==> src/rtl/gpia_pkg.sv <==
// Shared GPIA definitions: bus geometry, input-block register map and lane-mask helper.
package gpia_pkg;
  localparam int GPIA_DW    = 64;
  localparam int GPIA_LANES = 8;

  localparam logic [2:0] GPIA_IN_PINS   = 3'd0;
  localparam logic [2:0] GPIA_IN_EVENTS = 3'd1;
  localparam logic [2:0] GPIA_IN_IEN    = 3'd2;
  localparam logic [2:0] GPIA_IN_RISE   = 3'd3;
  localparam logic [2:0] GPIA_IN_FALL   = 3'd4;

  // Expand byte-lane strobes into a per-bit write mask.
  function automatic logic [GPIA_DW-1:0] lane_mask(input logic [GPIA_LANES-1:0] sel);
    logic [GPIA_DW-1:0] m;
    for (int n = 0; n < GPIA_LANES; n++) m[8*n +: 8] = {8{sel[n]}};
    return m;
  endfunction
endpackage

==> src/rtl/gpia_input_bit.sv <==
// One input pin: synchroniser, previous-value flop, edge qualify and sticky event latch.
module gpia_input_bit #(
  parameter int SYNC_STAGES = 2
) (
  input  logic clk_i,
  input  logic res_i,
  input  logic pin_i,
  input  logic rise_en,
  input  logic fall_en,
  input  logic ev_clr,
  output logic s,
  output logic ev,
  output logic ev_next
);
  logic [SYNC_STAGES-1:0] sync;
  logic                   prev;
  logic                   ev_set;

  assign s       = sync[SYNC_STAGES-1];
  assign ev_set  = (s & ~prev & rise_en) | (~s & prev & fall_en);
  // A set in the same clock as a clear wins.
  assign ev_next = ev_set | (ev & ~ev_clr);

  always_ff @(posedge clk_i or negedge res_i) begin
    if (!res_i) begin
      sync <= '0;
      prev <= 1'b0;
      ev   <= 1'b0;
    end else begin
      sync <= {sync[SYNC_STAGES-2:0], pin_i};
      prev <= s;
      ev   <= ev_next;
    end
  end
endmodule

==> src/rtl/gpia_input_dword.sv <==
// 64-bit GPIA input block: synchronised pins, sticky edge events, IRQ, Wishbone slave.
module gpia_input_dword
  import gpia_pkg::*;
#(
  parameter int SYNC_STAGES = 2
) (
  input  logic        clk_i,
  input  logic        res_i,
  input  logic [63:0] pins_i,
  input  logic        cyc_i,
  input  logic        stb_i,
  input  logic        we_i,
  input  logic [2:0]  adr_i,
  input  logic [7:0]  sel_i,
  input  logic [63:0] dat_i,
  output logic [63:0] dat_o,
  output logic        ack_o,
  output logic        irq_o
);
  logic [GPIA_DW-1:0] pins_s, events, ev_next, ev_clr, wmask;
  logic [GPIA_DW-1:0] ien, rise, fall, ien_next, rise_next, fall_next, rd_data;
  logic               req, wr;

  // Masking with ack_o turns a held strobe into an ack every other cycle.
  assign req   = cyc_i & stb_i & ~ack_o;
  assign wr    = req & we_i;
  assign wmask = lane_mask(sel_i);

  assign ev_clr    = (wr && adr_i == GPIA_IN_EVENTS) ? (dat_i & wmask) : '0;
  assign ien_next  = (wr && adr_i == GPIA_IN_IEN)  ? ((ien  & ~wmask) | (dat_i & wmask)) : ien;
  assign rise_next = (wr && adr_i == GPIA_IN_RISE) ? ((rise & ~wmask) | (dat_i & wmask)) : rise;
  assign fall_next = (wr && adr_i == GPIA_IN_FALL) ? ((fall & ~wmask) | (dat_i & wmask)) : fall;

  always_comb begin
    rd_data = '0;
    case (adr_i)
      GPIA_IN_PINS:   rd_data = pins_s;
      GPIA_IN_EVENTS: rd_data = events;
      GPIA_IN_IEN:    rd_data = ien;
      GPIA_IN_RISE:   rd_data = rise;
      GPIA_IN_FALL:   rd_data = fall;
      default:        rd_data = '0;
    endcase
  end

  for (genvar i = 0; i < GPIA_DW; i++) begin : g_bit
    gpia_input_bit #(.SYNC_STAGES(SYNC_STAGES)) u_bit (
      .clk_i   (clk_i),
      .res_i   (res_i),
      .pin_i   (pins_i[i]),
      .rise_en (rise[i]),
      .fall_en (fall[i]),
      .ev_clr  (ev_clr[i]),
      .s       (pins_s[i]),
      .ev      (events[i]),
      .ev_next (ev_next[i])
    );
  end

  always_ff @(posedge clk_i or negedge res_i) begin
    if (!res_i) begin
      ien   <= '0;
      rise  <= '0;
      fall  <= '0;
      dat_o <= '0;
      ack_o <= 1'b0;
      irq_o <= 1'b0;
    end else begin
      ien   <= ien_next;
      rise  <= rise_next;
      fall  <= fall_next;
      ack_o <= req;
      if (req) dat_o <= rd_data;
      irq_o <= |(ev_next & ien_next);
    end
  end
endmodule

==> config.mk <==
export PLATFORM = sky130hd
export DESIGN_NAME = gpia_input_dword
export DESIGN_NICKNAME = d
export VERILOG_FILES = /design/src/rtl/gpia_pkg.sv /design/src/rtl/gpia_input_bit.sv /design/src/rtl/gpia_input_dword.sv
export SDC_FILE = /design/constraint.sdc
export NUM_CORES = 1
export LEC_CHECK = 0
export ABC_AREA = 1
export CORE_MARGIN = 5
export CORE_UTILIZATION = 42
export DETAILED_ROUTE_END_ITERATION = 8
export GPL_ROUTABILITY_DRIVEN = 0
export GPL_TIMING_DRIVEN = 0
export PLACE_DENSITY = 0.67
export SETUP_SLACK_MARGIN = 0.15
export SLEW_MARGIN = 30
export SYNTH_ARGS = -nofsm -noshare
export SYNTH_HDL_FRONTEND = slang
export SYNTH_HIERARCHICAL = 1
export SYNTH_SLANG_ARGS = --single-unit
==> constraint.sdc <==
create_clock -name clk_i -period 3.5 [get_ports clk_i]
set_input_delay 0.7 -clock clk_i [delete_from_list [all_inputs] [get_ports clk_i]]
set_output_delay 0.7 -clock clk_i [all_outputs]
set_load 0.02 [all_outputs]
# Word-level counts from Yosys, hierarchy flattened
# Index checks and enable logic that the tools add are counted.
# Widths: inputs -> output; s select.
totals:
  ff_bits: 514
  input_bits: 144
  word_cells: 864
op_classes:
  n_eq_ne: 4
  mux: 3
  bitwise: 653
  n_reduce_logical: 6
ops:
  columns: ["cell", "count"]
  rows:
  - ["$and 1x1->1", 323]
  - ["$and 64x64->64", 5]
  - ["$pmux 64 s5", 1]
  - ["$not 1->1", 193]
  - ["$or 64x64->64", 3]
  - ["$mux 64", 2]
  - ["$or 1x1->1", 128]
  - ["$not 64->64", 1]
  - ["$reduce_or 64->1", 1]
  - ["$eq 3x2->1 const B", 2]
  - ["$logic_and 1x1->1", 4]
  - ["$eq 3x1->1 const B", 1]
  - ["$eq 3x3->1 const B", 1]
  - ["$logic_not 3->1", 1]

# Depth between registers and ports, before layout
# Gate-level depths: netlist of run 1.
depth:
  word_depth: 10
  mapped_depth: 17
  ltp_nobuf: 16

# By module
# Netlist of run 1, hierarchy kept.
modules_own_cells:
  columns: ["mod", "instances", "cells_per_inst", "area_per_inst_um2"]
  rows:
  - ["gpia_input_dword", 1, 1889, 13758.2]
  - ["gpia_input_bit", 64, 11, 130.1]

# Least setup slack after synthesis of run 1
# OpenSTA, ideal clock, no wires.
synth_path:
  kind: "input port to flip-flop"
  startpoint: "input cyc_i"
  endpoint: "register irq_o"
  setup_ps: 119
  t_arrival_ps: 2281
  t_required_ps: 3381
  setup_slack_ps: 1100
  path_stages: 16
  n_path_buf: 1
  path_cell_list: "nand3_1 > nor2_2 > nand2_1 > clkbuf_1 > nor3_1 > inv_1 > nand2_1 > nand3_1 > nand3_1 > nand2_1 > inv_1 > nand2_1 > nor2_1 > nand2_1 > nor2_1 > nand2_1"
synth_between:
  elab_chain_cells: 10
  word_cells_on_any_way: 201
  cone_classes: "mux: 2; bitwise: 196; reduce/logical: 3"
synth_rtl:
  columns: ["element", "line_no", "text"]
  rows:
  - ["from (decl)", "gpia_input_dword.sv:10", "input logic cyc_i,"]
  - ["$and 1x1->1 (2 in a row)", "gpia_input_dword.sv:25", "assign req = cyc_i & stb_i & ~ack_o;"]
  - ["$and 1x1->1", "gpia_input_dword.sv:26", "assign wr = req & we_i;"]
  - ["$logic_and 1x1->1", "gpia_input_dword.sv:29", "assign ev_clr = (wr && adr_i == GPIA_IN_EVENTS) ? (dat_i & wmask) : '0;"]
  - ["$mux 64", "gpia_input_dword.sv:29", null]
  - ["via ev_clr[40]", "gpia_input_dword.sv:20", "logic [GPIA_DW-1:0] pins_s, events, ev_next, ev_clr, wmask;"]
  - ["$not 1->1", "gpia_input_bit.sv:22", "assign ev_next = ev_set | (ev & ~ev_clr);"]
  - ["$and 1x1->1", "gpia_input_bit.sv:22", null]
  - ["$or 1x1->1", "gpia_input_bit.sv:22", null]
  - ["via ev_next[40]", "gpia_input_dword.sv:20", null]
  - ["$and 64x64->64", "gpia_input_dword.sv:74", "irq_o <= |(ev_next & ien_next);"]
  - ["$reduce_or 64->1", "gpia_input_dword.sv:74", null]
  - ["to (signal assigned)", "gpia_input_dword.sv:74", null]
  - ["to (decl)", "gpia_input_dword.sv:18", "output logic irq_o"]
# The timed path passes the listed nets, and every way through them passes these cells.
# A chain may end at the register's enable or synchronous reset.

# Worst setup path in the final report of run 1
layout_path:
  startpoint: "input adr_i[0]"
  endpoint: "register irq_o"
layout_between:
  elab_chain_cells: 8
  word_cells_on_any_way: 200
  cone_classes: "eq/ne: 2; mux: 2; bitwise: 193; reduce/logical: 3"
layout_rtl:
  columns: ["element", "line_no", "text"]
  rows:
  - ["from (decl)", "gpia_input_dword.sv:13", "input logic [2:0] adr_i,"]
  - ["$eq 3x1->1", "gpia_input_dword.sv:29", null]
  - ["$logic_and 1x1->1", "gpia_input_dword.sv:29", null]
  - ["$mux 64", "gpia_input_dword.sv:29", null]
  - ["via ev_clr[18]", "gpia_input_dword.sv:20", null]
  - ["$not 1->1", "gpia_input_bit.sv:22", null]
  - ["$and 1x1->1", "gpia_input_bit.sv:22", null]
  - ["$or 1x1->1", "gpia_input_bit.sv:22", null]
  - ["via ev_next[18]", "gpia_input_dword.sv:20", null]
  - ["$and 64x64->64", "gpia_input_dword.sv:74", null]
  - ["$reduce_or 64->1", "gpia_input_dword.sv:74", null]
# The timed path passes the listed nets, and every way through them passes these cells.

==> metrics.csv, run 1 <==
stage;metric;value;unit
global_route;first-pass GRT wire length;108.2;mm
worst_setup_path;WP buf/inv;6;
worst_setup_path;R2R cell count;17;
synthesis;Cell Area, Synth;0.02209;sq mm
floorplan;Boundary Pins;210;
pwr;leakage power;12.77;nW
worst_setup_path;critical path, cell by cell;clkdlybuf4s50_1 -> inv_1 -> nor3_2 -> clkbuf_4 -> nand2_2 -> clkbuf_1 -> nor3_1 -> inv_1 -> nand2_1 -> nand3_1 -> nand3_1 -> nand2_1 -> inv_1 -> nand2_1 -> nor2_1 -> nand2_1 -> nor2_1 -> nand2_1;
synthesis;largest area contributor in the synthesized netlist;dfrtp_1;
worst_setup_path;reg2reg setup slack;0.53;ns
worst_setup_path;CP top delay family;simple AND/OR/NAND/NOR gates;
worst_setup_path;worst reg2reg startpoint;ack_o;
place;IO Port Bufs;202;
pwr;Combinational Power Share;12.9;%
synthesis;Netlist cell types;25;
min_path;Worst Hold Class;primary input to asynchronous set/reset pin;
sta;Worst-Margin Slew;0.9558;ns
pwr;Net Sw Frac;27.04;%
clocking;TritonCTS buffer count;55;
floorplan;Die Wd;239.3;um
global_route;largest net degree at the start of global routing;90;
finish;final core occ;51.53;%
sta;max-slew violations;0;
sta;Final Hold Violating Endpoints;0;
clocking;Skew-Pair Late Insertion Delay;0.62;ns
synthesis;Yosys warning count;6;
worst_setup_path;Critical Path Start Type;primary input;
sta;slew margin rel.;36.28;%
sta;Min Clock Period, post-route;3.127;ns
status;status;finished, final reports clean;
pwr;Cell Int Power;10.63;mW
place;Detail Placement HPWL;48.13;mm
synthesis;largest family of logic cells by synthesized area;simple AND/OR/NAND/NOR gates;
global_route;initial antenna violation count;4;
floorplan;Starting Density;42.20;%
sta;# setup viols final;0;
synthesis;Synth Register Bits;514;
worst_setup_path;crit path max fanout;10;
sta;Final Worst Setup Slack;0.3734;ns
floorplan;height of the die;239.3;um
route;DR iter-0 viols;1859;
sta;Setup TNS Final;0;ns
pwr;pwr dens;540.0;mW/mm^2
synthesis;Compound-Gate Fraction of Synth Area;9.478;%
worst_setup_path;CP Data Required Time;3.99;ns
finish;Area Growth Syn to Fin;22.12;%
worst_setup_path;RR Endpoint;irq_o;
sta;Setup Skew;0.03509;ns
route;DRC violations left;0;
finish;share of layout cells above drive strength 1;4.855;%
sta;Tcrit/Tclk final;89.33;%
route;Final ANT Viol Nets;0;
global_route;grt ovf;0;
synthesis;Yosys top cell area share;58.24;%
worst_setup_path;CP endpoint kind;flip-flop;
sta;unrepaired setup endpoints after global routing;false;
worst_setup_path;Critical Path AT;3.62;ns
floorplan;Placeable Area;0.05234;sq mm
worst_setup_path;CP max stage delay;0.58;ns
worst_setup_path;most frequent cell on the critical path;nand2_1;
worst_setup_path;Crit Path Category;primary input to flip-flop;
place;Setup WS pre-CTS;-0.6622;ns
synthesis;Synth Net Count;2737;
synthesis;sequential area share after synthesis;58.24;%
clocking;CTS tree;built;
floorplan;die area;0.05727;sq mm
pwr;peak supply drop;0.4322;mV
finish;NumNets Final;3002;
global_route;vias in the first global route;19380;
synthesis;Syn Area/Cell;8.518;sq um
clocking;Root Driver;clkbuf_16;
synthesis;Post-Synth XOR/XNOR Area;0;%
synthesis;multiplexer area fraction after synthesis;0;%
synthesis;Syn Inst Count;2593;
pwr;Reg power frac;47.3;%
pwr;PnR Total Power;14.57;mW
pwr;Clock Power Share;39.8;%
route;routed via count;19090;
sta;fmax;319.8;MHz
global_route;Tot GR Track Use;24.15;%
synthesis;Area contributors post-synth;dfrtp_1 (58%), nand2_1 (12%), nand3_1 (7.5%), inv_1 (7.1%), o21ai_0 (6.8%);
worst_setup_path;Crit path depth;18;
clocking;CTS Buffer Depth;3;
floorplan;FP Rows;84;
worst_setup_path;crit path max-delay cell type;clkdlybuf4s50_1;
run;max-cap violations;0;
route;drt pass-1 iters;6;
clocking;H-Tree Level Count;2;
sta;worst hold margin;0.003391;ns
clocking;post-CTS setup buffers;0;
synthesis;adder-cell share of the synthesized area;0;%
pwr;Net Switching;3.939;mW
route;WL/cell;19.52;um
route;final wirelength;70.14;mm
route;via/cell ratio;5.313;
synthesis;simple-gate portion of the synthesized area;23.16;%
clocking;Sinks on Clock Net;514;
clocking;Worst-path clk slew;0.06;ns
[through the flow]
stage	cell area (sq um)	instances
floorplan	22090	2593
global placement	24970	3483
detailed placement	25150	3489
CTS	26960	3592
global route	26970	3593
finish	26970	3593
[layout make-up]
type                            instances  area [sq um]
Clock inverter                         25         226.5
Tap cell                              688         860.8
Timing Repair Buffer                  208          2192
Inverter                              419          1573
Sequential cell                       514         12860
Multi-Input combinational cell       1556          7227
Fill cell                            4801         25370
Clock buffer                           78          1574
Antenna cell                            1         2.502
Buffer                                104         454.2
[metal layers]
layer  share of wire (%)  global-route usage [%]  vias up  wire length, um
met5               0.046                       0        -               32
met4                 4.7                   10.98        6             3267
met3                 7.6                   4.260      211             5312
met2                  46                   38.47      864            32580
met1                  41                   32.54     9252            28950
li1                    -                       -     8758                -
[layout by cell type (no fill, tap or decap), drive strengths merged]
cell,netlist,final
nand2,692,692
dfrtp,514,514
inv,419,421
nand3,334,334
o21ai,298,298
clkdlybuf4s50,0,201
clkbuf,69,148
and2,64,64
o211ai,62,62
nor3,45,45
buf,35,41
nor2,37,37
clkinv,0,17
o21a,16,16
nand4,6,6
clkinvlp,0,3
bufinv,0,3
diode,0,1
o21bai,1,1
o2111ai,1,1
[worst reg2reg max path, delay by kind of cell (launching register included)]
kind | cells | cell delay [ns]
AND/OR/NAND/NOR | 13 | 1.86
buffers and inverters | 4 | 0.55
flip-flops | 1 | 0.44
[power groups by stage]
stage          sequential [mW]  clock, mW  combinational, mW
6_report                  6.89       5.80               1.88
5_1_grt                   6.95       6.16               2.09
4_1_cts                   6.88       5.90               1.89
3_5_place_dp              6.98          0               1.87
3_3_place_gp              6.97          0               1.80
2_1_floorplan             7.00          0              0.872
[worst max-delay path by stage]
stage	slack, ns	startpoint	to
after floorplan	1.10	cyc_i	irq_o
after global placement	-20.91	res_i	g_bit[46].u_bit/sync[1]
after detailed placement	-0.66	adr_i[0]	irq_o
after CTS	0.29	adr_i[0]	irq_o
after global routing	0.14	adr_i[0]	irq_o
final	0.37	adr_i[0]	irq_o
[synth_stat cells, drive strengths merged]
library cell / number
o21bai: 1
o2111ai: 1
o211ai: 62
nand3: 334
buf: 35
nand4: 6
dfrtp: 514
nor3: 45
and2: 64
nand2: 692
inv: 419
nor2: 37
clkbuf: 69
o21ai: 298
o21a: 16
[timing repair]
| item | 4_1_cts | 5_1_grt |
|---|---|---|
| hold buffers | 0 | 0 |
| resized for setup | 6 | 3 |
| pin swaps | 0 | 0 |
| setup endpoints to repair | 1 | 1 |
[cell families after synthesis]
kind of cell           count (synthesis)
AOI/OAI and AO/OA                    378
buffers and inverters                523
DFF                                  514
and+or+nand+nor                     1178
No activity file was read; power rests on OpenSTA's default activity.
==> inputs of run 2 (changes only) <==
- CORE_UTILIZATION: 42 -> 61
- PLACE_DENSITY: 0.67 -> 0.88
==> run 2 against run 1 <==
Effect of this change: first-iteration DRC count increased by 49%; sequential cell count unchanged; utilization increased by 23 points; wire length decreased by 0.75%; sequential share of layout area increased by 0.88 points; sequential power about the same; combinational power increased by 2%; worst hold slack improved by 0.087 ns; critical path type unchanged; critical endpoint unchanged.
==> metrics.csv, run 2 (synthesis results as in run 1) <==
stage;metric;value;unit;change
floorplan;Die Wd;200.3;um;was 239.3 um
sta;slew margin rel.;28.08;%;was 36.28%
route;WL/cell;20.74;um;was 19.52 um
worst_setup_path;CP top delay family;simple AND/OR/NAND/NOR gates;;unchanged
sta;fmax;308.1;MHz;was 319.8 MHz
floorplan;Boundary Pins;210;;unchanged
run;max-cap violations;0;;unchanged
route;met3 WL;8.690;mm;was 5.312 mm
clocking;Root Driver;clkbuf_16;;unchanged
finish;NumNets Final;2997;;was 3,002
clocking;CTS tree;built;;unchanged
floorplan;Starting Density;61.94;%;was 42.20%
sta;# setup viols final;0;;unchanged
route;DR iter-0 viols;2772;;was 1,859
floorplan;FP Rows;69;;was 84
worst_setup_path;Critical Path AT;3.72;ns;was 3.62 ns
route;drt pass-1 iters;7;;was 6
worst_setup_path;crit path max-delay cell type;clkdlybuf4s50_1;;unchanged
worst_setup_path;critical path, cell by cell;clkdlybuf4s50_1 -> nand3_1 -> nor2_4 -> nand2_2 -> clkbuf_1 -> nor3_1 -> inv_1 -> nand2_1 -> nand3_1 -> nand3_1 -> nand2_1 -> inv_1 -> nand2_1 -> nor2_1 -> nand2_1 -> nor2_1 -> nand2_1;;was clkdlybuf4s50_1 -> inv_1 -> nor3_2 -> clkbuf_4 -> nand2_2 -> clkbuf_1 -> nor3_1 -> inv_1 -> nand2_1 -> nand3_1 -> nand3_1 -> nand2_1 -> inv_1 -> nand2_1 -> nor2_1 -> nand2_1 -> nor2_1 -> nand2_1
clocking;CTS Hold Buffers Added;0;;unchanged
place;IO Port Bufs;202;;unchanged
route;met2 wire len;31.06;mm;was 32.58 mm
pwr;leakage power;12.67;nW;was 12.77 nW
finish;share of layout cells above drive strength 1;4.531;%;was 4.855%
worst_setup_path;Critical Path Start Type;primary input;;unchanged
sta;Setup TNS Final;0;ns;unchanged
route;Met1 Wirelength;24.66;mm;was 28.95 mm
clocking;H-Tree Level Count;2;;unchanged
pwr;pwr dens;536.2;mW/mm^2;was 540.0 mW/mm^2
floorplan;die area;0.04011;sq mm;was 0.05727 sq mm
pwr;peak supply drop;0.4059;mV;was 0.4322 mV
finish;Area Growth Syn to Fin;19.90;%;was 22.12%
global_route;initial antenna violation count;5;;was 4
floorplan;height of the die;200.3;um;was 239.3 um
global_route;Tot GR Track Use;33.88;%;was 24.15%
route;DRC violations left;0;;unchanged
sta;Final Worst Setup Slack;0.2542;ns;was 0.3734 ns
sta;max-slew violations;0;;unchanged
finish;commonest cells after routing, fill and taps aside;nand2_1 (690), dfrtp_1 (514), inv_1 (416);;unchanged
global_route;grt ovf;0;;unchanged
status;status;finished, final reports clean;;unchanged
sta;Tcrit/Tclk final;92.74;%;was 89.33%
global_route;first-pass GRT wire length;108.7;mm;was 108.2 mm
worst_setup_path;Crit Path Category;primary input to flip-flop;;unchanged
place;placed cell count;3261;;was 3,489
sta;Min Clock Period, post-route;3.246;ns;was 3.127 ns
clocking;TritonCTS buffer count;51;;was 55
sta;Worst-Margin Slew;1.073;ns;was 0.9558 ns
worst_setup_path;WP buf/inv;4;;was 6
route;Final ANT Viol Nets;0;;unchanged
worst_setup_path;crit path max fanout;10;;unchanged
route;via/cell ratio;6.038;;was 5.313
worst_setup_path;reg2reg setup slack;0.41;ns;was 0.53 ns
sta;Final Hold Violating Endpoints;0;;unchanged
finish;non-filler cells, final;3357;;was 3,593
route;DR top layer;met4;;was met5
finish;fillers;2382;;was 4,801
finish;commonest non-fill, non-tap cell in the layout;nand2_1;;unchanged
place;Detail Placement HPWL;46.07;mm;was 48.13 mm
worst_setup_path;CP Data Required Time;3.97;ns;was 3.99 ns
route;final wirelength;69.62;mm;was 70.14 mm
clocking;Sinks on Clock Net;514;;unchanged
pwr;PnR Total Power;14.20;mW;was 14.57 mW
worst_setup_path;CP endpoint kind;flip-flop;;unchanged
route;routed via count;20270;;was 19.09k
worst_setup_path;CP max stage delay;0.51;ns;was 0.58 ns
finish;FF/Latch Area;0.01286;sq mm;unchanged
clocking;Skew-Pair Late Insertion Delay;0.62;ns;about the same
sta;unrepaired setup endpoints after global routing;false;;unchanged
sta;Setup Skew;0.03788;ns;was 0.03509 ns
finish;area of the multi-input gates;0.007216;sq mm;was 0.007227 sq mm
floorplan;Placeable Area;0.03566;sq mm;was 0.05234 sq mm
min_path;Worst Hold Class;primary input to asynchronous set/reset pin;;unchanged
clocking;CTS Buffer Depth;3;;unchanged
clocking;Worst-path clk slew;0.06;ns;about the same
place;Setup WS pre-CTS;-0.3416;ns;was -0.6622 ns
worst_setup_path;most frequent cell on the critical path;nand2_1;;unchanged
global_route;vias in the first global route;20580;;was 19.38k
global_route;largest net degree at the start of global routing;92;;was 90
run 2: cell types whose count changed in the layout (fill, tap and decap cells not counted), sizes merged:
cell,change
buf,+1
inv,-1
diode,+4
bufinv,-1
clkinv,+1
clkbuf,-13
run 2: routing by layer:
metal	vias up	GRT usage, %
met5	-	0
met4	0	22.39
met3	421	8.748
met2	1615	51.88
met1	9492	43.05
li1	8740	-
run 2: repair_timing:
| action | in CTS | in global routing |
|---|---|---|
| setup endpoints to repair | 0 | 1 |
| resized for setup | 0 | 9 |
| buffers inserted | 0 | 0 |
run 2: through the flow:
step                      cell area, sq um  hold WS [ns]  utilization (%)
after CTS                            26460        0.1052            74.20
after global placement               24680        0.3322            69.23
final                                26480       0.09087            74.27
after floorplan                      22090        0.3312                -
after global routing                 26480        0.1463            74.27
after detailed placement             24830        0.3347            69.63
run 2: path summary, 6_finish.rpt:
path | from | endpoint | cells past startpoint
max | cyc_i | irq_o | 17
max in group asynchronous | res_i | g_bit[26].u_bit/sync[0] | 4
max reg2reg | ack_o | irq_o | 17
min reg2reg | g_bit[55].u_bit/sync[0] | g_bit[55].u_bit/sync[1] | 0
min | res_i | g_bit[61].u_bit/sync[0] | 1
min in group clk_i | g_bit[55].u_bit/sync[0] | g_bit[55].u_bit/sync[1] | 0
run 2: final cells by class:
class / instances / share of cell area (%)
repair buffers: 207 / 8.174
well taps: 461 / 2.178
flip-flops and latches: 514 / 48.57
inverters: 419 / 5.939
diodes: 5 / 0.04725
clock inverters: 24 / 0.7276
clock buffers: 67 / 5.429
multi-input cells: 1556 / 27.25
plain buffers: 104 / 1.687
run 2: power breakdown:
part / internal (mW) / switching, mW / leakage (nW)
sequential: 6.50 / 0.399 / 6.01
combinational: 0.764 / 1.16 / 5.84
clock: 3.04 / 2.34 / 0.813
